File: src/rtl/checkout_pkg.sv
// Shared definitions for the checkout sequencer: command/error encodings,
// FSM states, arithmetic limits and default widths.
package checkout_pkg;

    localparam int PRICE_W_DEF = 14;
    localparam int TOTAL_W_DEF = 17;
    localparam int QTY_W_DEF   = 7;

    localparam int QTY_MAX   = 99;
    localparam int TOTAL_MAX = 99999;

    typedef enum logic [1:0] {
        OP_ITEM  = 2'b00,
        OP_QTY   = 2'b01,
        OP_SHOW  = 2'b10,
        OP_CLEAR = 2'b11
    } op_e;

    typedef enum logic [2:0] {
        IDLE   = 3'd0,
        COMMIT = 3'd1,
        MUL    = 3'd2,
        CHECK  = 3'd3,
        REPORT = 3'd4
    } state_e;

    typedef enum logic [1:0] {
        ERR_NONE      = 2'b00,
        ERR_QTY_RANGE = 2'b01,
        ERR_PROD_OVF  = 2'b10,
        ERR_TOTAL_OVF = 2'b11
    } err_code_e;

endpackage

File: src/rtl/shift_add_mul.sv
// Sequential shift-add multiplier: one multiplier bit per cycle, B_W cycles
// after start; done_o marks the final iteration cycle, product_o holds afterwards.
module shift_add_mul #(
    parameter int A_W = 17,
    parameter int B_W = 7
) (
    input  logic             clk,
    input  logic             reset,
    input  logic             start_i,
    input  logic [A_W-1:0]   a_i,
    input  logic [B_W-1:0]   b_i,
    output logic             done_o,
    output logic [A_W+B_W-1:0] product_o
);

    localparam int P_W   = A_W + B_W;
    localparam int CNT_W = $clog2(B_W + 1);

    logic             busy_q, busy_d;
    logic [CNT_W-1:0] cnt_q, cnt_d;
    logic [P_W-1:0]   mcand_q, mcand_d;
    logic [P_W-1:0]   acc_q, acc_d;
    logic [B_W-1:0]   mplier_q, mplier_d;

    always_ff @(posedge clk or posedge reset) begin
        if (reset) begin
            busy_q   <= 1'b0;
            cnt_q    <= '0;
            mcand_q  <= '0;
            acc_q    <= '0;
            mplier_q <= '0;
        end else begin
            busy_q   <= busy_d;
            cnt_q    <= cnt_d;
            mcand_q  <= mcand_d;
            acc_q    <= acc_d;
            mplier_q <= mplier_d;
        end
    end

    always_comb begin
        busy_d   = busy_q;
        cnt_d    = cnt_q;
        mcand_d  = mcand_q;
        acc_d    = acc_q;
        mplier_d = mplier_q;
        if (start_i) begin
            busy_d   = 1'b1;
            cnt_d    = CNT_W'(B_W - 1);
            mcand_d  = P_W'(a_i);
            acc_d    = '0;
            mplier_d = b_i;
        end else if (busy_q) begin
            if (mplier_q[0]) begin
                acc_d = acc_q + mcand_q;
            end
            mcand_d  = mcand_q << 1;
            mplier_d = mplier_q >> 1;
            if (cnt_q == '0) begin
                busy_d = 1'b0;
            end else begin
                cnt_d = cnt_q - CNT_W'(1);
            end
        end
    end

    assign done_o    = busy_q && (cnt_q == '0);
    assign product_o = acc_q;

endmodule

File: src/rtl/checkout_sequencer.sv
// Checkout register controller: accumulates item prices into a running total,
// applies quantity multipliers to the pending item, and reports on a display.
//
// state  | meaning
// IDLE   | waiting for a command, cmd_ready high
// COMMIT | fold pending into total, then load/clear pending
// MUL    | shift-add multiplication of pending by quantity
// CHECK  | range-check product and update pending
// REPORT | publish total or pending to the display
module checkout_sequencer
    import checkout_pkg::*;
#(
    parameter int PRICE_W = PRICE_W_DEF,
    parameter int TOTAL_W = TOTAL_W_DEF,
    parameter int QTY_W   = QTY_W_DEF
) (
    input  logic               clk,
    input  logic               reset,
    input  logic               cmd_valid,
    output logic               cmd_ready,
    input  logic [1:0]         cmd_op,
    input  logic [PRICE_W-1:0] cmd_data,
    output logic [TOTAL_W-1:0] disp_value,
    output logic               disp_valid,
    output logic               err,
    output logic [1:0]         err_code
);

    localparam int PROD_W = TOTAL_W + QTY_W;

    state_e             state_q, state_d;
    op_e                op_q, op_d;
    logic [PRICE_W-1:0] data_q, data_d;
    logic               show_pend_q, show_pend_d;
    logic [TOTAL_W-1:0] total_q, total_d;
    logic [TOTAL_W-1:0] pending_q, pending_d;
    logic [TOTAL_W-1:0] disp_q, disp_d;
    logic               disp_valid_q, disp_valid_d;
    logic               err_q, err_d;
    err_code_e          err_code_q, err_code_d;

    op_e                op_in;
    logic               accept;
    logic               qty_in_range;
    logic               mul_start;
    logic               mul_done;
    logic [PROD_W-1:0]  product;
    logic [TOTAL_W:0]   sum;
    logic               sum_ovf;
    logic               prod_ovf;

    assign op_in        = op_e'(cmd_op);
    assign accept       = cmd_valid && (state_q == IDLE);
    assign qty_in_range = (cmd_data <= PRICE_W'(QTY_MAX));
    assign sum          = {1'b0, total_q} + {1'b0, pending_q};
    assign sum_ovf      = (sum > (TOTAL_W+1)'(TOTAL_MAX));
    assign prod_ovf     = (product > PROD_W'(TOTAL_MAX));

    // Pending can already be a multiplied amount, so the multiplicand is the
    // full pending width rather than a single price.
    shift_add_mul #(
        .A_W (TOTAL_W),
        .B_W (QTY_W)
    ) u_mul (
        .clk       (clk),
        .reset     (reset),
        .start_i   (mul_start),
        .a_i       (pending_q),
        .b_i       (cmd_data[QTY_W-1:0]),
        .done_o    (mul_done),
        .product_o (product)
    );

    always_ff @(posedge clk or posedge reset) begin
        if (reset) begin
            state_q <= IDLE;
        end else begin
            state_q <= state_d;
        end
    end

    always_comb begin
        state_d = state_q;
        case (state_q)
            IDLE: begin
                if (accept) begin
                    if (op_in == OP_CLEAR || err_q) begin
                        state_d = REPORT;
                    end else if (op_in == OP_QTY) begin
                        state_d = qty_in_range ? MUL : REPORT;
                    end else begin
                        state_d = COMMIT;
                    end
                end
            end
            COMMIT:  state_d = REPORT;
            MUL:     if (mul_done) state_d = CHECK;
            CHECK:   state_d = REPORT;
            REPORT:  state_d = IDLE;
            default: state_d = IDLE;
        endcase
    end

    always_comb begin
        cmd_ready = (state_q == IDLE);
        mul_start = accept && (op_in == OP_QTY) && !err_q && qty_in_range;
    end

    always_ff @(posedge clk or posedge reset) begin
        if (reset) begin
            op_q         <= OP_ITEM;
            data_q       <= '0;
            show_pend_q  <= 1'b0;
            total_q      <= '0;
            pending_q    <= '0;
            disp_q       <= '0;
            disp_valid_q <= 1'b0;
            err_q        <= 1'b0;
            err_code_q   <= ERR_NONE;
        end else begin
            op_q         <= op_d;
            data_q       <= data_d;
            show_pend_q  <= show_pend_d;
            total_q      <= total_d;
            pending_q    <= pending_d;
            disp_q       <= disp_d;
            disp_valid_q <= disp_valid_d;
            err_q        <= err_d;
            err_code_q   <= err_code_d;
        end
    end

    always_comb begin
        op_d         = op_q;
        data_d       = data_q;
        show_pend_d  = show_pend_q;
        total_d      = total_q;
        pending_d    = pending_q;
        disp_d       = disp_q;
        disp_valid_d = 1'b0;
        err_d        = err_q;
        err_code_d   = err_code_q;
        case (state_q)
            IDLE: begin
                if (accept) begin
                    op_d        = op_in;
                    data_d      = cmd_data;
                    show_pend_d = 1'b0;
                    if (op_in == OP_CLEAR) begin
                        total_d    = '0;
                        pending_d  = '0;
                        err_d      = 1'b0;
                        err_code_d = ERR_NONE;
                    end else if (!err_q && op_in == OP_QTY) begin
                        show_pend_d = 1'b1;
                        if (!qty_in_range) begin
                            err_d      = 1'b1;
                            err_code_d = ERR_QTY_RANGE;
                        end
                    end
                end
            end
            COMMIT: begin
                if (sum_ovf) begin
                    err_d      = 1'b1;
                    err_code_d = err_q ? err_code_q : ERR_TOTAL_OVF;
                end else begin
                    total_d = sum[TOTAL_W-1:0];
                end
                pending_d = (op_q == OP_ITEM) ? TOTAL_W'(data_q) : '0;
            end
            CHECK: begin
                if (prod_ovf) begin
                    err_d      = 1'b1;
                    err_code_d = err_q ? err_code_q : ERR_PROD_OVF;
                end else begin
                    pending_d = product[TOTAL_W-1:0];
                end
            end
            REPORT: begin
                disp_d       = show_pend_q ? pending_q : total_q;
                disp_valid_d = 1'b1;
            end
            default: ;
        endcase
    end

    assign disp_value = disp_q;
    assign disp_valid = disp_valid_q;
    assign err        = err_q;
    assign err_code   = err_code_q;

endmodule
File: config.mk
export PLATFORM = sky130hd
export DESIGN_NAME = checkout_sequencer
export DESIGN_NICKNAME = d
export VERILOG_FILES = /design/src/rtl/checkout_pkg.sv /design/src/rtl/shift_add_mul.sv /design/src/rtl/checkout_sequencer.sv
export SDC_FILE = /design/constraint.sdc
export NUM_CORES = 1
export LEC_CHECK = 0
export CAP_MARGIN = 5
export CORE_ASPECT_RATIO = 0.6
export CORE_MARGIN = 1.5
export CORE_UTILIZATION = 45
export CTS_CLUSTER_DIAMETER = 150
export DETAILED_ROUTE_END_ITERATION = 8
export PLACE_DENSITY = 0.65
export SYNTH_ARGS = -nofsm -noshare
export SYNTH_HDL_FRONTEND = slang
export SYNTH_SLANG_ARGS = --single-unit
File: constraint.sdc
create_clock -name clk -period 5 [get_ports clk]
set_input_delay 1.5 -clock clk [delete_from_list [all_inputs] [get_ports clk]]
set_output_delay 1.5 -clock clk [all_outputs]
set_load 0.03 [all_outputs]
* Yosys cells after proc, flatten, opt, wreduce, memory -nomap -nowiden
Index checks and enable logic that the tools add are counted.
** Word-level totals
- Word-level logic and storage cells :: 109
- Bits of input ports :: 19
- Bits in latches :: 0
- Register bits after elaboration :: 134
- Memories :: 0
- Output and inout port bits :: 22
- Memory bits (writable) :: 0
- Memory bits (read-only) :: 0
** Cells by class
- Shift-type cells :: 0
- Mux-type cells :: 46
- Reduce and logical (&&, ||, !) cells :: 24
- Bitwise operators :: 0
- Add/subtract/negate cells :: 3
- Div/mod/pow operators :: 0
- Multiply operators :: 0
- $lt $le $gt $ge :: 3
- Eq/ne operators :: 18
** Operators by type and width (count)
- 2-to-1 mux 24 bit :: 5
- 2-to-1 mux 17 bit :: 5
- one-hot mux 17 bit (3 select lines) :: 1
- one-hot mux 17 bit (2 select lines) :: 1
- adder 24 bit :: 1
- > comparator 24 x 17 -> 1 bit (second input constant) :: 1
- 2-to-1 mux 3 bit :: 8
- adder 17 x 17 -> 18 bit :: 1
- > comparator 18 x 17 -> 1 bit (second input constant) :: 1
- 2-to-1 mux 2 bit :: 8
- inequality test 2 bit (second input constant) :: 8
- less-or-equal comparator 14 x 7 -> 1 bit (second input constant) :: 1
- 2-to-1 mux 14 bit :: 1
- 2-to-1 mux 7 bit :: 2
- 2-to-1 mux 1 bit :: 12
- one-hot mux 3 bit (3 select lines) :: 1
- AND reduction 2 bit :: 4
- AND reduction 4 bit :: 2
- AND reduction 8 bit :: 1
- equality test 3 x 2 -> 1 bit (second input constant) :: 2
- logical AND 1 bit :: 6
- zero test 3 bit :: 2
- one-hot mux 2 bit (3 select lines) :: 1
- AND reduction 6 bit :: 1
- 15 further kinds :: 18

* Logic depth before layout (Yosys ltp)
Gate-level depths: netlist of the first run.
- Word-level depth :: 7
- Gate-level depth with buffers :: 14

* Modules after synthesis
Synthesis of the first run repeated with hierarchy kept, for this count alone.
** Second synthesis, totals
- Cell total of the unflattened synthesis :: 830
- Area total of the unflattened synthesis :: 7908.8 µm²
** Modules (own cells, without submodules)
- checkout_sequencer :: area each 4190.3 µm², cells each 420, instances 1
- shift_add_mul :: area each 3718.6 µm², cells each 410, instances 1

* Worst setup path before layout of the first run
No wires, ideal clock.
- Kind :: input to register
- Start :: input cmd_data[2]
- End :: register err_q (netlist: err)
- Arrival :: 3.045 ns
- Path slack :: 1.877 ns
- Stages on the path :: 9
- Required time :: 4.922 ns
- Path through :: o311ai_0 nand3_1 a21o_1 nand3_1 a21oi_1 nand4_1 clkbuf_1 o21ai_0 a21oi_1
** Between the ends
- Cells in the longest elaborated chain, start to end :: 3
** RTL lines
- start, declared :: RTL line checkout_sequencer.sv:22 : input logic [PRICE_W-1:0] cmd_data,
- less-or-equal comparator 14 x 7 -> 1 bit :: RTL line checkout_sequencer.sv:54 : assign qty_in_range = (cmd_data <= PRICE_W'(QTY_MAX));
- inequality test 3 x 2 -> 1 bit (no line)
- AND reduction 6 bit (no line)
- end signal, assigned :: RTL line checkout_sequencer.sv:128 : err_q <= err_d;
- end, declared :: RTL line checkout_sequencer.sv:39 : logic err_q, err_d;
No other way between the ends.
A chain may end at the register's enable or synchronous reset.

* Worst setup path after layout of the first run
- Start :: register pending_q[0]
- End :: register total_q[13]
** Between the ends
- Cells in the longest elaborated chain, start to end :: 4
** RTL lines
- start, declared :: RTL line checkout_sequencer.sv:36 : logic [TOTAL_W-1:0] pending_q, pending_d;
- start signal, assigned :: RTL line checkout_sequencer.sv:125 : pending_q <= pending_d;
- adder 17 x 17 -> 18 bit (*) :: RTL line checkout_sequencer.sv:55 : assign sum = {1'b0, total_q} + {1'b0, pending_q};
- > comparator 18 x 17 -> 1 bit :: RTL line checkout_sequencer.sv:56 : assign sum_ovf = (sum > (TOTAL_W+1)'(TOTAL_MAX));
- inequality test 2 bit (no line)
- AND reduction 4 bit (no line)
- end signal, assigned :: RTL line checkout_sequencer.sv:124 : total_q <= total_d;
- end, declared :: RTL line checkout_sequencer.sv:35 : logic [TOTAL_W-1:0] total_q, total_d;
Every way passes the cells marked *; elsewhere a longest branch is shown, timed or not. The select of a mux whose other input is x is not followed.

==> summary.md, run 1 <==
| Metric | Value |
|---|---|
| Critical Path RT | 5.30 ns |
| Grt ovf | 0 |
| Post-synth ARST share | 100% |
| Port bufs | 40 |
| Final net count | 914 |
| Critical path class | flip-flop to flip-flop |
| Share of layout cells above drive strength 1 | 8.80% |
| Max Cap Violations | 0 |
| RSZ-0062 raised after global routing | false |
| Routed Antenna Nets | 0 |
| CP max stage delay | 0.42 ns |
| Worst min path class | flip-flop to flip-flop |
| Filler Cell Count | 1520 |
| Placer's final routability congestion estimate | 0.906 |
| Top-area cell type share of the netlist area | 43.4% |
| Gr usage total | 22.3% |
| Min Clock Period, post-route | 3.58 ns |
| Tcrit/Tclk final | 71.5% |
| Syn_area_per_cell | 9.42 um^2 |
| Largest net degree at the start of global routing | 135 |
| Die Height | 104 um |
| Drt first pass iters | 5 |
| Via density per instance | 5.59 |
| Fin area | 9020 um^2 |
| Worst path slowest cell | dfrtp_1 |
| Mapped Nets | 883 |
| CTS H-tree depth | 4 |
| DIE WIDTH | 172 um |
| Reg clk slew, reported paths | 0.05 ns |
| Final wirelength | 18800 um |
| CTS tree | done |
| Setup TNS Final | 0 ns |
| DRT iter0 DRCs | 512 |
| DRC errors left | 0 |
| Hpwl dp | 13000 um |
| Final setup viols | 0 |
| Area growth, synth to finish | 16.8% |
| CP endpoint kind | flip-flop |
| Antenna violations before repair | 0 |
| Most frequent cells after synthesis | dfrtp_1, nand2_1, a21oi_1, nor2_1, mux2i_1 |
| Slew Limit Fails | 0 |
| Skew-Pair Late Insertion Delay | 0.42 ns |
| Clk Tree Root Cell | clkbuf_16 |
| Sequential cell area | 3350 um^2 |
| Core footprint | 16500 um^2 |
| Seq/Total Area, Yosys | 43.4% |
| DP Area | 8370 um^2 |
| Highest Clock Rate | 280 MHz |
| Die area | 18000 um^2 |
| Leading register cell type out of synthesis | dfrtp_1 |
| Pwr dens | 605 nW/um^2 |
| Flops & latches, synth | 134 |
| Resize count post-CTS | 0 |
| Leakage power | 0.00363 uW |
| Final Hold Fails | 0 |
| Relative slew slack | 24.4% |
| Gate Count Post-Synth | 820 |
| Hold bufs inserted after CTS | 0 |
| Max Clock Skew | 0.00812 ns |
| Critical path data arrival time | 3.88 ns |
| Count of different cell masters after synthesis | 60 |
| First-pass GRT wire length | 30900 um |
| Worst slew pin tran | 1.13 ns |
| Synth Warn # | 0 |
| Most common cell in the synthesized netlist | dfrtp_1 |
| Post-synth EDFFs | 0 |
| Starting Density | 46.9% |
| Synth area leader | dfrtp_1 |
| Post-Syn Area | 7720 um^2 |
| Postcts setup bufs | 0 |
| # IOs | 41 |
| DR vias | 6099 |
| Crit path cell chain | ha_1, inv_1, fa_1, nor2b_1, o2111ai_2, nand3_1, a31o_1, o21ai_0, a211oi_2, a41oi_1, nor3_2, buf_4, mux2_1 |
| Crit Path Max Fanout | 17 |
| Clock Sinks | 134 |
| Row count | 36 |
| Final Util | 54.7% |
| CTS Buf Count | 17 |
| Top delay family on crit path | compound AO/OA/AOI/OAI gates |
| Critical path startpoint category | flip-flop |
| Max VDD drop | 0.322 mV |
| Avg WL per Cell | 17.2 um |
| N_diodes | 0 |
| Status | completed |
| CTS max path bufs | 2 |
| Vias in the first global route | 5672 |
| Multi-input logic area | 4130 um^2 |
| Top post-synthesis cells by area | dfrtp_1, mux2i_1, ha_1 |
| CP bufs+invs | 2 |
[stage by stage]
stage	hold slack [ns]	instances	worst slack [ns]	power, uW
2_1_floorplan	0.479	820	1.83	3410
6_report	0.507	1092	1.42	5460
4_1_cts	0.511	1092	1.46	5450
3_5_place_dp	0.486	1060	1.12	4050
3_3_place_gp	0.471	1060	1.17	4030
5_1_grt	0.536	1092	1.26	5810
[worst paths after layout]
| kind | from | to | slack (ns) | depth (start not counted) |
|---|---|---|---|---|
| hold / removal | err_code[1]$_DFFE_PP0P_ | err_code[1]$_DFFE_PP0P_ | 0.51 | 2 |
| max in group asynchronous | reset | u_mul.busy_q$_DFF_PP0_ | 2.79 | 3 |
| setup reg to reg | pending_q[0]$_DFFE_PP0P_ | total_q[13]$_DFFE_PP0P_ | 1.42 | 13 |
| min in group asynchronous | reset | disp_value[3]$_DFFE_PP0P_ | 1.62 | 3 |
| hold reg to reg | err_code[1]$_DFFE_PP0P_ | err_code[1]$_DFFE_PP0P_ | 0.51 | 2 |
| setup / recovery | pending_q[0]$_DFFE_PP0P_ | total_q[13]$_DFFE_PP0P_ | 1.42 | 13 |
[worst min-delay path: stages (launching register included)]
cell and delay (ns):
dfrtp_1 0.35, nand2_1 0.06, o31ai_1 0.06
[power by group]
group | switching, uW | internal, uW | leakage [uW]
clock network | 482 | 887 | 0.000304
registers | 324 | 1410 | 0.00159
logic | 1340 | 1020 | 0.00173
total | 2150 | 3310 | 0.00363
[kinds of logic after synthesis]
| family | share of synthesized area, % |
|---|---|
| AND/OR/NAND/NOR | 14.5 |
| AO/OA/AOI/OAI | 17.2 |
| flip-flops | 43.4 |
| multiplexers | 10.6 |
| buffers and inverters | 3.34 |
| adder cells (fa/ha/maj) | 7.32 |
| XOR/XNOR | 3.63 |
[registers in the layout, indices dropped and copies added (netlist names)]
register	flops
u_mul.product_o	24
u_mul.mplier_q	7
pending_q	17
op_q	2
err_code	2
data_q	14
u_mul.busy_q	1
show_pend_q	1
total_q	17
err	1
u_mul.cnt_q	3
disp_value	17
u_mul.mcand_q	24
disp_valid	1
state_q	3
[cells in the final DEF, fill, tap and decap left out, drive strengths merged, types with 4 or more instances in the layout]
cell	instances
a211o	4
a211oi	10
a21o	14
a21oi	87
a22oi	14
a31oi	7
and2	5
buf	12
bufinv	4
clkbuf	21
clkdlybuf4s50	40
clkinvlp	6
dfrtp	134
ha	42
inv	21
mux2	17
mux2i	63
nand2	101
nand2b	7
nand3	22
nand4	4
nor2	67
nor2b	8
nor3	12
nor4	5
o211ai	4
o21a	5
o21ai	57
o311ai	4
xnor2	25
xor2	7
[final cells by class]
class                      count  share of cell area (%)
clock buffer                  21                    5.33
clock inverter                11                    1.90
inverter                      22                   0.957
multi-input combinational    624                    45.8
sequential                   134                    37.2
tap                          228                    3.16
timing repair buffer          52                    5.71
[metal layers]
metal / vias up / track usage, % / part of all wire [%]
li1: 2996 / - / -
met3: 19 / 5.67 / 5.4
met4: 0 / 6.27 / 1.2
met5: - / 0 / 0
met1: 2920 / 36.7 / 56
met2: 164 / 27.5 / 37
(Power assumes the default switching activity.)
==> run 2, diff against run 1 <==
--- a/config.mk
+++ b/config.mk
@@ -11,7 +11,6 @@
 export CORE_UTILIZATION = 45
 export CTS_CLUSTER_DIAMETER = 150
 export DETAILED_ROUTE_END_ITERATION = 8
-export PLACE_DENSITY = 0.65
 export SYNTH_ARGS = -nofsm -noshare
 export SYNTH_HDL_FRONTEND = slang
 export SYNTH_SLANG_ARGS = --single-unit
==> constraint.sdc (replaced) <==
create_clock -name clk -period 3.6 [get_ports clk]
set_input_delay 1.08 -clock clk [delete_from_list [all_inputs] [get_ports clk]]
set_output_delay 1.08 -clock clk [all_outputs]
set_load 0.03 [all_outputs]
==> run 2 against run 1 <==
  * Cell count increased by 0.27%
  * Global-route usage increased by 0.11 points
  * Critical path depth unchanged
  * Sequential power increased by 38%
  * Maximum frequency increased by 4.2%
  * Sequential share of layout area increased by 0.21 points
  * Clock-buffer cell count decreased by 2
  * Die area unchanged
  * Clock power increased by 19%
  * Total power increased by 35%
  * Hold slack got worse by 0.031 ns
==> summary.md, run 2 (synthesis gave the netlist of run 1 again) <==
| Metric | Value |
|---|---|
| Status | completed |
| Final setup viols | 0 |
| Most frequent cells in the layout | dfrtp_1, nand2_1, a21oi_1, nor2_1, mux2i_1 |
| Area growth, synth to finish | 16.2% |
| Share of layout cells above drive strength 1 | 9.69% |
| Clk Tree Root Cell | clkbuf_16 |
| Hold slack | 0.476 ns |
| # IOs | 41 |
| Drt first pass iters | 5 |
| Min Clock Period, post-route | 3.43 ns |
| Row count | 36 |
| CTS max path bufs | 2 |
| Max Cap Violations | 0 |
| Max Clock Skew | 0.00998 ns |
| Critical path data arrival time | 3.78 ns |
| Clk network pwr share | 22.1% |
| Tcrit/Tclk final | 95.3% |
| Largest net degree at the start of global routing | 135 |
| Most common cell after layout, fill and taps aside | dfrtp_1 |
| Internal | 4310 uW |
| DIE WIDTH | 172 um |
| DRT iter0 DRCs | 380 |
| Reg-to-Reg End | total_q[0]$_DFFE_PP0P_ |
| Port bufs | 40 |
| Dpl cells | 1061 |
| Antenna violations before repair | 0 |
| Core footprint | 16500 um^2 |
| Critical path class | flip-flop to flip-flop |
| Critical path startpoint category | flip-flop |
| Via density per instance | 5.67 |
| R2r setup slk | 0.17 ns |
| Routed Antenna Nets | 0 |
| DR vias | 6214 |
| CTS H-tree depth | 4 |
| Path depth of the worst reg2reg path | 13 |
| Final Hold Fails | 0 |
| Grt ovf | 0 |
| CTS tree | done |
| CTS Buf Count | 17 |
| Die Height | 104 um |
| Max VDD drop | 0.491 mV |
| Worst hold endpoint | err_code[1]$_DFFE_PP0P_ |
| Critical Path RT | 3.94 ns |
| First-pass GRT wire length | 31500 um |
| Pwr Total | 7370 uW |
| Comb power frac | 45.4% |
| Final net count | 917 |
| Seq pwr share | 32.4% |
| Crit Path Max Fanout | 8 |
| Starting Density | 46.9% |
| Hold depth | 2 |
| Pwr dens | 821 nW/um^2 |
| Sequential cell area | 3360 um^2 |
| Die area | 18000 um^2 |
| Final wirelength | 19000 um |
| FF-to-FF Start | pending_q[0]$_DFFE_PP0P_ |
| Worst slew pin tran | 1.14 ns |
| P_sw | 3060 uW |
| Relative slew slack | 23.8% |
| CP endpoint kind | flip-flop |
| RSZ-0062 raised after global routing | false |
| DP Area | 8380 um^2 |
| Avg WL per Cell | 17.4 um |
| DRC errors left | 0 |
| Worst min path class | flip-flop to flip-flop |
| Vias in the first global route | 6012 |
| Slew Limit Fails | 0 |
| Net Sw Frac | 41.5% |
| Worst hold start | err_code[1]$_DFFE_PP0P_ |
| Multi-input logic area | 4150 um^2 |
| Reg clk slew, reported paths | 0.06 ns |
| Filler Cell Count | 1471 |
| N_diodes | 0 |
| Clock Sinks | 134 |
| Placer's final routability congestion estimate | 0.871 |
| Leakage power | 0.00361 uW |
| Setup TNS Final | 0 ns |
| Hpwl dp | 13300 um |
| Skew-Pair Late Insertion Delay | 0.42 ns |
| Gr usage total | 22.4% |
| Highest Clock Rate | 291 MHz |
| Post-Layout Cell Count | 1095 |
| Fin area | 8970 um^2 |
run 2: cell count changes in the layout (fill, tap and decap cells not counted), moves of 2 or more:
cell | previous run | this run
clkbuf_8 | 4 | 2
clkinv_4 | 1 | 3
inv_6 | 0 | 3
bufinv_16 | 4 | 0
run 2: what timing repair did:
action                     4_1_cts  5_1_grt
hold buffers                     0        0
gates resized for setup          0        8
setup buffers                    0        1
setup endpoints to repair        0       16
run 2: worst max path at each step:
stage	end	start	depth (start not counted)	slack, ns
final	total_q[0]$_DFFE_PP0P_	pending_q[0]$_DFFE_PP0P_	13	0.17
after global routing	total_q[16]$_DFFE_PP0P_	pending_q[0]$_DFFE_PP0P_	14	0.004
after CTS	total_q[0]$_DFFE_PP0P_	pending_q[0]$_DFFE_PP0P_	13	0.07
after detailed placement	total_q[6]$_DFFE_PP0P_	cmd_data[2]	10	-0.30
after global placement	total_q[0]$_DFFE_PP0P_	cmd_data[2]	10	-0.08
after floorplan	total_q[13]$_DFFE_PP0P_	pending_q[0]$_DFFE_PP0P_	13	0.71
run 2: metrics by stage:
stage | worst slack (ns) | util (%)
CTS | 0.0738 | 54.2
detailed placement | -0.305 | 50.8
finish | 0.167 | 54.4
floorplan | 0.706 | -
global route | 0.00399 | 54.4
global placement | -0.0835 | 50.8
run 2: power groups by stage:
stage | Clock, uW | Sequential, uW | Combinational [uW]
final | 1630 | 2390 | 3350
after detailed placement | 0 | 2410 | 3230
after global placement | 0 | 2390 | 3150
after global routing | 1730 | 2450 | 3700
after floorplan | 0 | 2470 | 2260
after CTS | 1660 | 2390 | 3260
run 2: routing by layer:
metal / share of wire [%] / GRT usage (%) / vias to the layer above
met5: 0 / 0 / -
met4: 0.77 / 5.65 / 0
met2: 43 / 32.6 / 131
met1: 52 / 33.8 / 3077
li1: - / - / 2992
met3: 4.1 / 4.34 / 14
run 2: cell type report:
type | instances | share of cell area (%)
clock buffer | 19 | 5.05
inverter | 22 | 0.962
clock inverter | 13 | 1.12
multi-input combinational | 624 | 46.3
sequential | 134 | 37.4
timing repair buffer | 55 | 6.04
tap | 228 | 3.18
run 2: worst max-delay path, stage by stage, from the launching register on:
cell and delay, ns:
dfrtp_2 0.41, ha_1 0.22, inv_1 0.07, fa_1 0.42, nor2b_2 0.16, o2111ai_2 0.14, nand3_2 0.19, a31o_4 0.21
o21ai_0 0.13, a211oi_2 0.28, a41oi_2 0.19, nor3_2 0.36, clkbuf_4 0.36, mux2i_1 0.22
